**src/rtl/axi_mst_rd_pkg.sv**
```systemverilog
// Shared AXI read definitions: channel width macros, burst/resp codes, FSM state type.
// Widths can be overridden by predefining the AXI_*_WIDTH macros.
`ifndef AXI_ID_WIDTH
`define AXI_ID_WIDTH 4
`endif
`ifndef AXI_ADDR_WIDTH
`define AXI_ADDR_WIDTH 32
`endif
`ifndef AXI_LEN_WIDTH
`define AXI_LEN_WIDTH 8
`endif
`ifndef AXI_SIZE_WIDTH
`define AXI_SIZE_WIDTH 3
`endif
`ifndef AXI_BURST_WIDTH
`define AXI_BURST_WIDTH 2
`endif
`ifndef AXI_DATA_WIDTH
`define AXI_DATA_WIDTH 64
`endif
`ifndef AXI_RESP_WIDTH
`define AXI_RESP_WIDTH 2
`endif

package axi_mst_rd_pkg;
  localparam int ID_W    = `AXI_ID_WIDTH;
  localparam int ADDR_W  = `AXI_ADDR_WIDTH;
  localparam int LEN_W   = `AXI_LEN_WIDTH;
  localparam int SIZE_W  = `AXI_SIZE_WIDTH;
  localparam int BURST_W = `AXI_BURST_WIDTH;
  localparam int DATA_W  = `AXI_DATA_WIDTH;
  localparam int RESP_W  = `AXI_RESP_WIDTH;

  typedef enum logic [1:0] {
    BURST_FIXED = 2'b00,
    BURST_INCR  = 2'b01,
    BURST_WRAP  = 2'b10,
    BURST_RSVD  = 2'b11
  } burst_e;

  typedef enum logic [1:0] {
    RESP_OKAY   = 2'b00,
    RESP_EXOKAY = 2'b01,
    RESP_SLVERR = 2'b10,
    RESP_DECERR = 2'b11
  } resp_e;

  typedef enum logic [1:0] {
    ST_IDLE = 2'b00,
    ST_ADDR = 2'b01,
    ST_DATA = 2'b10,
    ST_DONE = 2'b11
  } state_e;

  // Resp codes are ordered by severity, so the worst is the numeric max.
  function automatic logic [RESP_W-1:0] resp_max(input logic [RESP_W-1:0] a,
                                                 input logic [RESP_W-1:0] b);
    return (b > a) ? b : a;
  endfunction
endpackage

```
**src/rtl/axi_burst_addr_gen.sv**
```systemverilog
// Per-beat AXI burst address generator (FIXED / INCR / WRAP); reserved burst holds the address.
module axi_burst_addr_gen
  import axi_mst_rd_pkg::*;
(
  input  logic              clk,
  input  logic              rst,
  input  logic              i_load,
  input  logic              i_step,
  input  logic [ADDR_W-1:0] i_start_addr,
  input  logic [LEN_W-1:0]  i_len,
  input  logic [SIZE_W-1:0] i_size,
  input  logic [BURST_W-1:0] i_burst,
  output logic [ADDR_W-1:0] o_addr
);
  localparam logic [ADDR_W-1:0] ONE = {{(ADDR_W-1){1'b0}}, 1'b1};

  logic [ADDR_W-1:0] r_addr;
  logic [ADDR_W-1:0] w_nbytes;
  logic [ADDR_W-1:0] w_wrap_bytes;
  logic [ADDR_W-1:0] w_boundary;
  logic [ADDR_W-1:0] w_incr;
  logic [ADDR_W-1:0] w_next;

  // Next-address computation for the current burst type.
  always_comb begin
    w_nbytes     = ONE << i_size;
    w_wrap_bytes = w_nbytes * ({{(ADDR_W-LEN_W){1'b0}}, i_len} + ONE);
    w_boundary   = r_addr & ~(w_wrap_bytes - ONE);
    w_incr       = r_addr + w_nbytes;
    w_next       = r_addr;
    case (i_burst)
      BURST_INCR: w_next = w_incr;
      BURST_WRAP: begin
        if (w_incr == (w_boundary + w_wrap_bytes)) begin
          w_next = w_boundary;
        end else begin
          w_next = w_incr;
        end
      end
      default:    w_next = r_addr;
    endcase
  end

  // Address register: loaded at command accept, advanced per accepted beat.
  always_ff @(posedge clk or posedge rst) begin
    if (rst) begin
      r_addr <= {ADDR_W{1'b0}};
    end else if (i_load) begin
      r_addr <= i_start_addr;
    end else if (i_step) begin
      r_addr <= w_next;
    end
  end

  assign o_addr = r_addr;
endmodule

```
**src/rtl/axi_mst_rd.sv**
```systemverilog
// AXI read master: one command -> one AR burst, R beats forwarded to a consumer, per-burst status.
// Optional RDATA pattern checker enabled by defining AXI_MST_RD_CHECK_EN.
module axi_mst_rd
  import axi_mst_rd_pkg::*;
#(
  parameter int ERR_CNT_WIDTH = 8
) (
  input  logic                     clk,
  input  logic                     rst,
  input  logic                     i_cmd_valid,
  output logic                     o_cmd_ready,
  input  logic [ID_W-1:0]          i_cmd_id,
  input  logic [ADDR_W-1:0]        i_cmd_addr,
  input  logic [LEN_W-1:0]         i_cmd_len,
  input  logic [SIZE_W-1:0]        i_cmd_size,
  input  logic [BURST_W-1:0]       i_cmd_burst,
  output logic [ID_W-1:0]          o_axi_mst_arid,
  output logic [ADDR_W-1:0]        o_axi_mst_araddr,
  output logic [LEN_W-1:0]         o_axi_mst_arlen,
  output logic [SIZE_W-1:0]        o_axi_mst_arsize,
  output logic [BURST_W-1:0]       o_axi_mst_arburst,
  output logic                     o_axi_mst_arvalid,
  input  logic                     i_axi_mst_arready,
  input  logic [DATA_W-1:0]        i_axi_mst_rdata,
  input  logic [RESP_W-1:0]        i_axi_mst_rresp,
  input  logic                     i_axi_mst_rlast,
  input  logic                     i_axi_mst_rvalid,
  output logic                     o_axi_mst_rready,
  output logic                     o_out_valid,
  input  logic                     i_out_ready,
  output logic [DATA_W-1:0]        o_out_data,
  output logic                     o_out_last,
  output logic                     o_done_valid,
  output logic [RESP_W-1:0]        o_done_resp,
  output logic                     o_done_proto_err,
  output logic [ERR_CNT_WIDTH-1:0] o_chk_err_cnt
);
  state_e             r_state;
  state_e             w_next_state;
  logic [ID_W-1:0]    r_id;
  logic [ADDR_W-1:0]  r_addr;
  logic [LEN_W-1:0]   r_len;
  logic [SIZE_W-1:0]  r_size;
  logic [BURST_W-1:0] r_burst;
  logic [LEN_W-1:0]   r_cnt;
  logic [RESP_W-1:0]  r_resp;
  logic               r_proto;
  logic               w_in_data;
  logic               w_cmd_fire;
  logic               w_beat;
  logic               w_at_len;
  logic               w_end;

  assign w_in_data  = (r_state == ST_DATA);
  assign w_cmd_fire = (r_state == ST_IDLE) & i_cmd_valid;
  assign w_beat     = w_in_data & i_axi_mst_rvalid & i_out_ready;
  assign w_at_len   = (r_cnt == r_len);
  // A missing RLAST still ends the burst at beat cmd_len, so r_cnt never wraps.
  assign w_end      = w_beat & (i_axi_mst_rlast | w_at_len);

  // Next-state logic.
  always_comb begin
    w_next_state = r_state;
    case (r_state)
      ST_IDLE: begin
        if (i_cmd_valid) w_next_state = ST_ADDR;
        else             w_next_state = ST_IDLE;
      end
      ST_ADDR: begin
        if (i_axi_mst_arready) w_next_state = ST_DATA;
        else                   w_next_state = ST_ADDR;
      end
      ST_DATA: begin
        if (w_end) w_next_state = ST_DONE;
        else       w_next_state = ST_DATA;
      end
      ST_DONE: w_next_state = ST_IDLE;
      default: w_next_state = ST_IDLE;
    endcase
  end

  // State, latched command and per-burst status.
  always_ff @(posedge clk or posedge rst) begin
    if (rst) begin
      r_state <= ST_IDLE;
      r_id    <= {ID_W{1'b0}};
      r_addr  <= {ADDR_W{1'b0}};
      r_len   <= {LEN_W{1'b0}};
      r_size  <= {SIZE_W{1'b0}};
      r_burst <= {BURST_W{1'b0}};
      r_cnt   <= {LEN_W{1'b0}};
      r_resp  <= {RESP_W{1'b0}};
      r_proto <= 1'b0;
    end else begin
      r_state <= w_next_state;
      if (w_cmd_fire) begin
        r_id    <= i_cmd_id;
        r_addr  <= i_cmd_addr;
        r_len   <= i_cmd_len;
        r_size  <= i_cmd_size;
        r_burst <= i_cmd_burst;
        r_cnt   <= {LEN_W{1'b0}};
        r_resp  <= {RESP_W{1'b0}};
        r_proto <= 1'b0;
      end else if (w_beat) begin
        r_cnt   <= r_cnt + {{(LEN_W-1){1'b0}}, 1'b1};
        r_resp  <= resp_max(r_resp, i_axi_mst_rresp);
        r_proto <= r_proto | (i_axi_mst_rlast ^ w_at_len);
      end
    end
  end

  // Gated by rst so the handshake drops the moment reset is applied.
  assign o_cmd_ready       = (r_state == ST_IDLE) & ~rst;
  assign o_axi_mst_arvalid = (r_state == ST_ADDR);
  assign o_axi_mst_arid    = r_id;
  assign o_axi_mst_araddr  = r_addr;
  assign o_axi_mst_arlen   = r_len;
  assign o_axi_mst_arsize  = r_size;
  assign o_axi_mst_arburst = r_burst;
  assign o_axi_mst_rready  = w_in_data & i_out_ready;
  assign o_out_valid       = w_in_data & i_axi_mst_rvalid;
  assign o_out_data        = w_in_data ? i_axi_mst_rdata : {DATA_W{1'b0}};
  assign o_out_last        = w_in_data & i_axi_mst_rlast;
  assign o_done_valid      = (r_state == ST_DONE);
  assign o_done_resp       = r_resp;
  assign o_done_proto_err  = r_proto;

`ifdef AXI_MST_RD_CHECK_EN
  logic [ADDR_W-1:0]        w_exp_addr;
  logic [DATA_W-1:0]        w_exp_data;
  logic [ERR_CNT_WIDTH-1:0] r_chk_cnt;

  axi_burst_addr_gen u_addr_gen (
    .clk          (clk),
    .rst          (rst),
    .i_load       (w_cmd_fire),
    .i_step       (w_beat),
    .i_start_addr (i_cmd_addr),
    .i_len        (r_len),
    .i_size       (r_size),
    .i_burst      (r_burst),
    .o_addr       (w_exp_addr)
  );

  assign w_exp_data = {{(DATA_W-ID_W-ADDR_W){1'b0}}, r_id, w_exp_addr};

  // Saturating mismatch counter, cleared at command accept.
  always_ff @(posedge clk or posedge rst) begin
    if (rst) begin
      r_chk_cnt <= {ERR_CNT_WIDTH{1'b0}};
    end else if (w_cmd_fire) begin
      r_chk_cnt <= {ERR_CNT_WIDTH{1'b0}};
    end else if (w_beat && (i_axi_mst_rdata != w_exp_data) && (r_chk_cnt != {ERR_CNT_WIDTH{1'b1}})) begin
      r_chk_cnt <= r_chk_cnt + {{(ERR_CNT_WIDTH-1){1'b0}}, 1'b1};
    end
  end

  assign o_chk_err_cnt = r_chk_cnt;
`else
  assign o_chk_err_cnt = {ERR_CNT_WIDTH{1'b0}};
`endif
endmodule

```
**config.mk**
```make
export PLATFORM = sky130hd
export DESIGN_NAME = axi_mst_rd
export DESIGN_NICKNAME = d
export VERILOG_FILES = /design/src/rtl/axi_mst_rd_pkg.sv /design/src/rtl/axi_burst_addr_gen.sv /design/src/rtl/axi_mst_rd.sv
export SDC_FILE = /design/constraint.sdc
export NUM_CORES = 1
export LEC_CHECK = 0
export CAP_MARGIN = 20
export CORE_UTILIZATION = 34
export DETAILED_ROUTE_END_ITERATION = 16
export HOLD_SLACK_MARGIN = 0.05
export PLACE_DENSITY_LB_ADDON = 0.25
export SLEW_MARGIN = 25
export SYNTH_ARGS = -nofsm -noshare
export SYNTH_HDL_FRONTEND = slang
export SYNTH_HIERARCHICAL = 1
export SYNTH_SLANG_ARGS = --single-unit
export TNS_END_PERCENT = 5
```
**constraint.sdc**
```tcl
create_clock -name clk -period 2.3 [get_ports clk]
set_clock_uncertainty 0.05 [all_clocks]
set_input_delay 0.46 -clock clk [delete_from_list [all_inputs] [get_ports clk]]
set_output_delay 0.46 -clock clk [all_outputs]
set_load 0.1 [all_outputs]
```
==> flow_summary.ini <==
[cts]
clk_pin_slew_ns = 0.07
clockBufferDepth = 2
numCtsBuffers = 9
cts.sinks = 62
htree_levels = 3
clock_latency_ns = 0.34
tritoncts = yes
root_buffer = clkbuf_8
cts_setup_buffers = 0
hold_buffers = 0

[global_route]
met1_usage_pct = 28.4
grt_util_met2_pct = 44.7
use_met3_pct = 7.30
grt_pass1_wl_um = 18300
antenna_found_initial = 0
grt_overflow_total = 0
grt_start_max_net_pins = 63
grt_most_used_layer = met2
grt_pass1_vias = 3317
grt_use_total_pct = 25.2

[synth]
synth_cell_types = 31
syn_avg_cell_area_um2 = 8.54
ys_seq_area_share_pct = 48.5
ys_ff_latch = 62
ys_warn_count = 6
synth_cells = 375
netlist_area_mm2 = 0.00320

[routing]
ant_nets = 0
avgViaCountPerCell = 4.66
wl_per_cell_um = 16.7
drt_iter0_markers = 225
vias = 3400
firstDrtPassIters = 4
drt-total-wl_um = 12200
drc_errors = 0

[floorplanning]
fp.dieH_um = 99.0
dieWidth_um = 99.0
top_level_ports = 252
initial_core_util_pct = 34.8
die_area_mm2 = 0.00981
rows = 35
core_mm2 = 0.00920

[hold_path]
holdCritPathClass = reg -> reg
hold_depth = 2
worstHoldStart = o_axi_mst_araddr[14]

[worst_setup_path]
worstPathMaxFanout = 20
crit_arrival_ns = 1.66
worst_path_max_delay_cell = dfrtp_1
worst-path-buf-inv = 2
rrSetupSlack_ns = 0.51
cpPeakStageDelay_ns = 0.38
critPathLaunch = r_state[0]
reg2regPathDepth = 6
critPathTopFamily = simple AND/OR/NAND/NOR gates
required_ns = 1.79
cp-start-kind = flop
crit_path_end_kind = output port
path_class = reg -> out
r2r_start = r_cnt[4]
cp.depth = 4
cp_cell_sequence = and2b_2 -> buf_4 -> and2_1 -> buf_12

[final_layout]
fillers = 695
drive_gt1_share_pct = 24.7
regArea_mm2 = 0.00155
multi_input_area_mm2 = 0.00147
final_cell_mix = 155 x nand2_1, 121 x clkdlybuf4s50_1, 74 x buf_12, 68 x and2_1, 62 x dfrtp_1
diodes = 0
final_common_cell = nand2_1
final_nets = 740
syn2layout_area_growth_pct = 104

[timing]
post-route-period-util_pct = 94.3
rsz0062_at_grt = false
slew_viol_final = 0
finalCriticalPeriod_ns = 2.17
hold_violations = 0
fmax_mhz = 461
setup_viol = 0
setup-tns-final_ns = 0

[job]
maxCapViolCount = 0

[placement]
io_buffer_count = 243
hpwl_um = 9500
place_congestion = 0.858

[run_status]
outcome = finished clean
sequential cells by signal (all words and copies together) (netlist names), named ones only:
name,flops
o_axi_mst_arburst,2
r_cnt,8
o_done_resp,2
o_axi_mst_araddr,32
o_done_proto_err,1
o_axi_mst_arsize,3
o_axi_mst_arid,4
o_axi_mst_arlen,8
r_state,1
routing by layer:
layer	routed length, um	vias up
met2	6300	163
met1	4540	1595
li1	-	1624
met4	333	0
met3	1040	18
met5	0	-
metrics by stage:
stage | hold slack [ns] | worst slack, ns | instance area (um2) | utilization (%) | cells
floorplan | 0.436 | -0.136 | 3230 | - | 382
global placement | 0.410 | 0.213 | 6290 | 68.4 | 714
detailed placement | 0.413 | 0.146 | 6290 | 68.4 | 714
CTS | 0.431 | 0.0149 | 6530 | 71.0 | 730
global route | 0.451 | 0.0280 | 6530 | 71.0 | 730
finish | 0.427 | 0.132 | 6530 | 71.0 | 730
layout make-up:
type / instances / share of cell area (%)
sequential: 62 / 23.8
clock buffer: 11 / 2.32
timing repair buffer: 251 / 47.7
multi-input combinational: 285 / 22.6
clock inverter: 5 / 1.25
inverter: 5 / 0.288
tap: 111 / 2.13
cells in the mapped netlist:
library cell / number / share of area (%)
nand2_1: 155 / 18
and2_1: 68 / 13
dfrtp_1: 62 / 48
clkbuf_1: 10 / 1.2
buf_4: 9 / 2.1
a21oi_1: 8 / 1.3
xor2_1: 8 / 2.2
buf_6: 6 / 2.1
buf_2: 5 / 0.78
inv_1: 5 / 0.59
ha_1: 4 / 1.6
nor2_1: 4 / 0.47
o31ai_1: 4 / 0.94
or4_1: 4 / 0.94
a21o_1: 2 / 0.47
mux2i_1: 2 / 0.63
nand3_1: 2 / 0.31
nand4_1: 2 / 0.39
nor2b_1: 2 / 0.39
nor4_1: 2 / 0.39
and2b_1: 1 / 0.23
and4b_1: 1 / 0.31
conb_1: 1 / 0.12
mux2_2: 1 / 0.35
nand4b_4: 1 / 0.74
nor3_1: 1 / 0.16
nor3b_2: 1 / 0.39
o211ai_1: 1 / 0.23
o32a_1: 1 / 0.31
or3b_2: 1 / 0.27
xnor2_1: 1 / 0.27
final timing paths:
| check | end |
|---|---|
| worst max-delay path | o_out_data[10] |
| worst min-delay path | o_axi_mst_araddr[14] |
| worst max register to register | o_done_proto_err |
| worst min register to register | o_axi_mst_araddr[14] |
| max in group asynchronous | o_axi_mst_arlen[3] |
| min in group asynchronous | o_axi_mst_araddr[10] |
worst min-delay path, stage by stage, from the launching register on:
cell	delay [ns]
dfrtp_1	0.34
nand2_1	0.05
nand2_1	0.06
repair_timing:
item	CTS	global route
endpoints found under the hold margin	0	0
resized for setup	0	1
endpoints found under the setup margin	0	22
logic make-up (layout without fill, tap and decap cells):
| kind of cell | Yosys count | count (layout) | synth area share [%] |
|---|---|---|---|
| compound gates | 16 | 16 | 3.20 |
| flops | 62 | 62 | 48.5 |
| other cells | 1 | 8 | 0.117 |
| xor+xnor | 9 | 9 | 2.46 |
| mux | 3 | 3 | 0.977 |
| fa+ha+maj | 4 | 4 | 1.56 |
| buf+inv | 35 | 272 | 6.76 |
| simple gates | 245 | 245 | 36.5 |
Power is not shown: default switching activity piles up to over one toggle a cycle in this logic, so the estimate is an artifact.
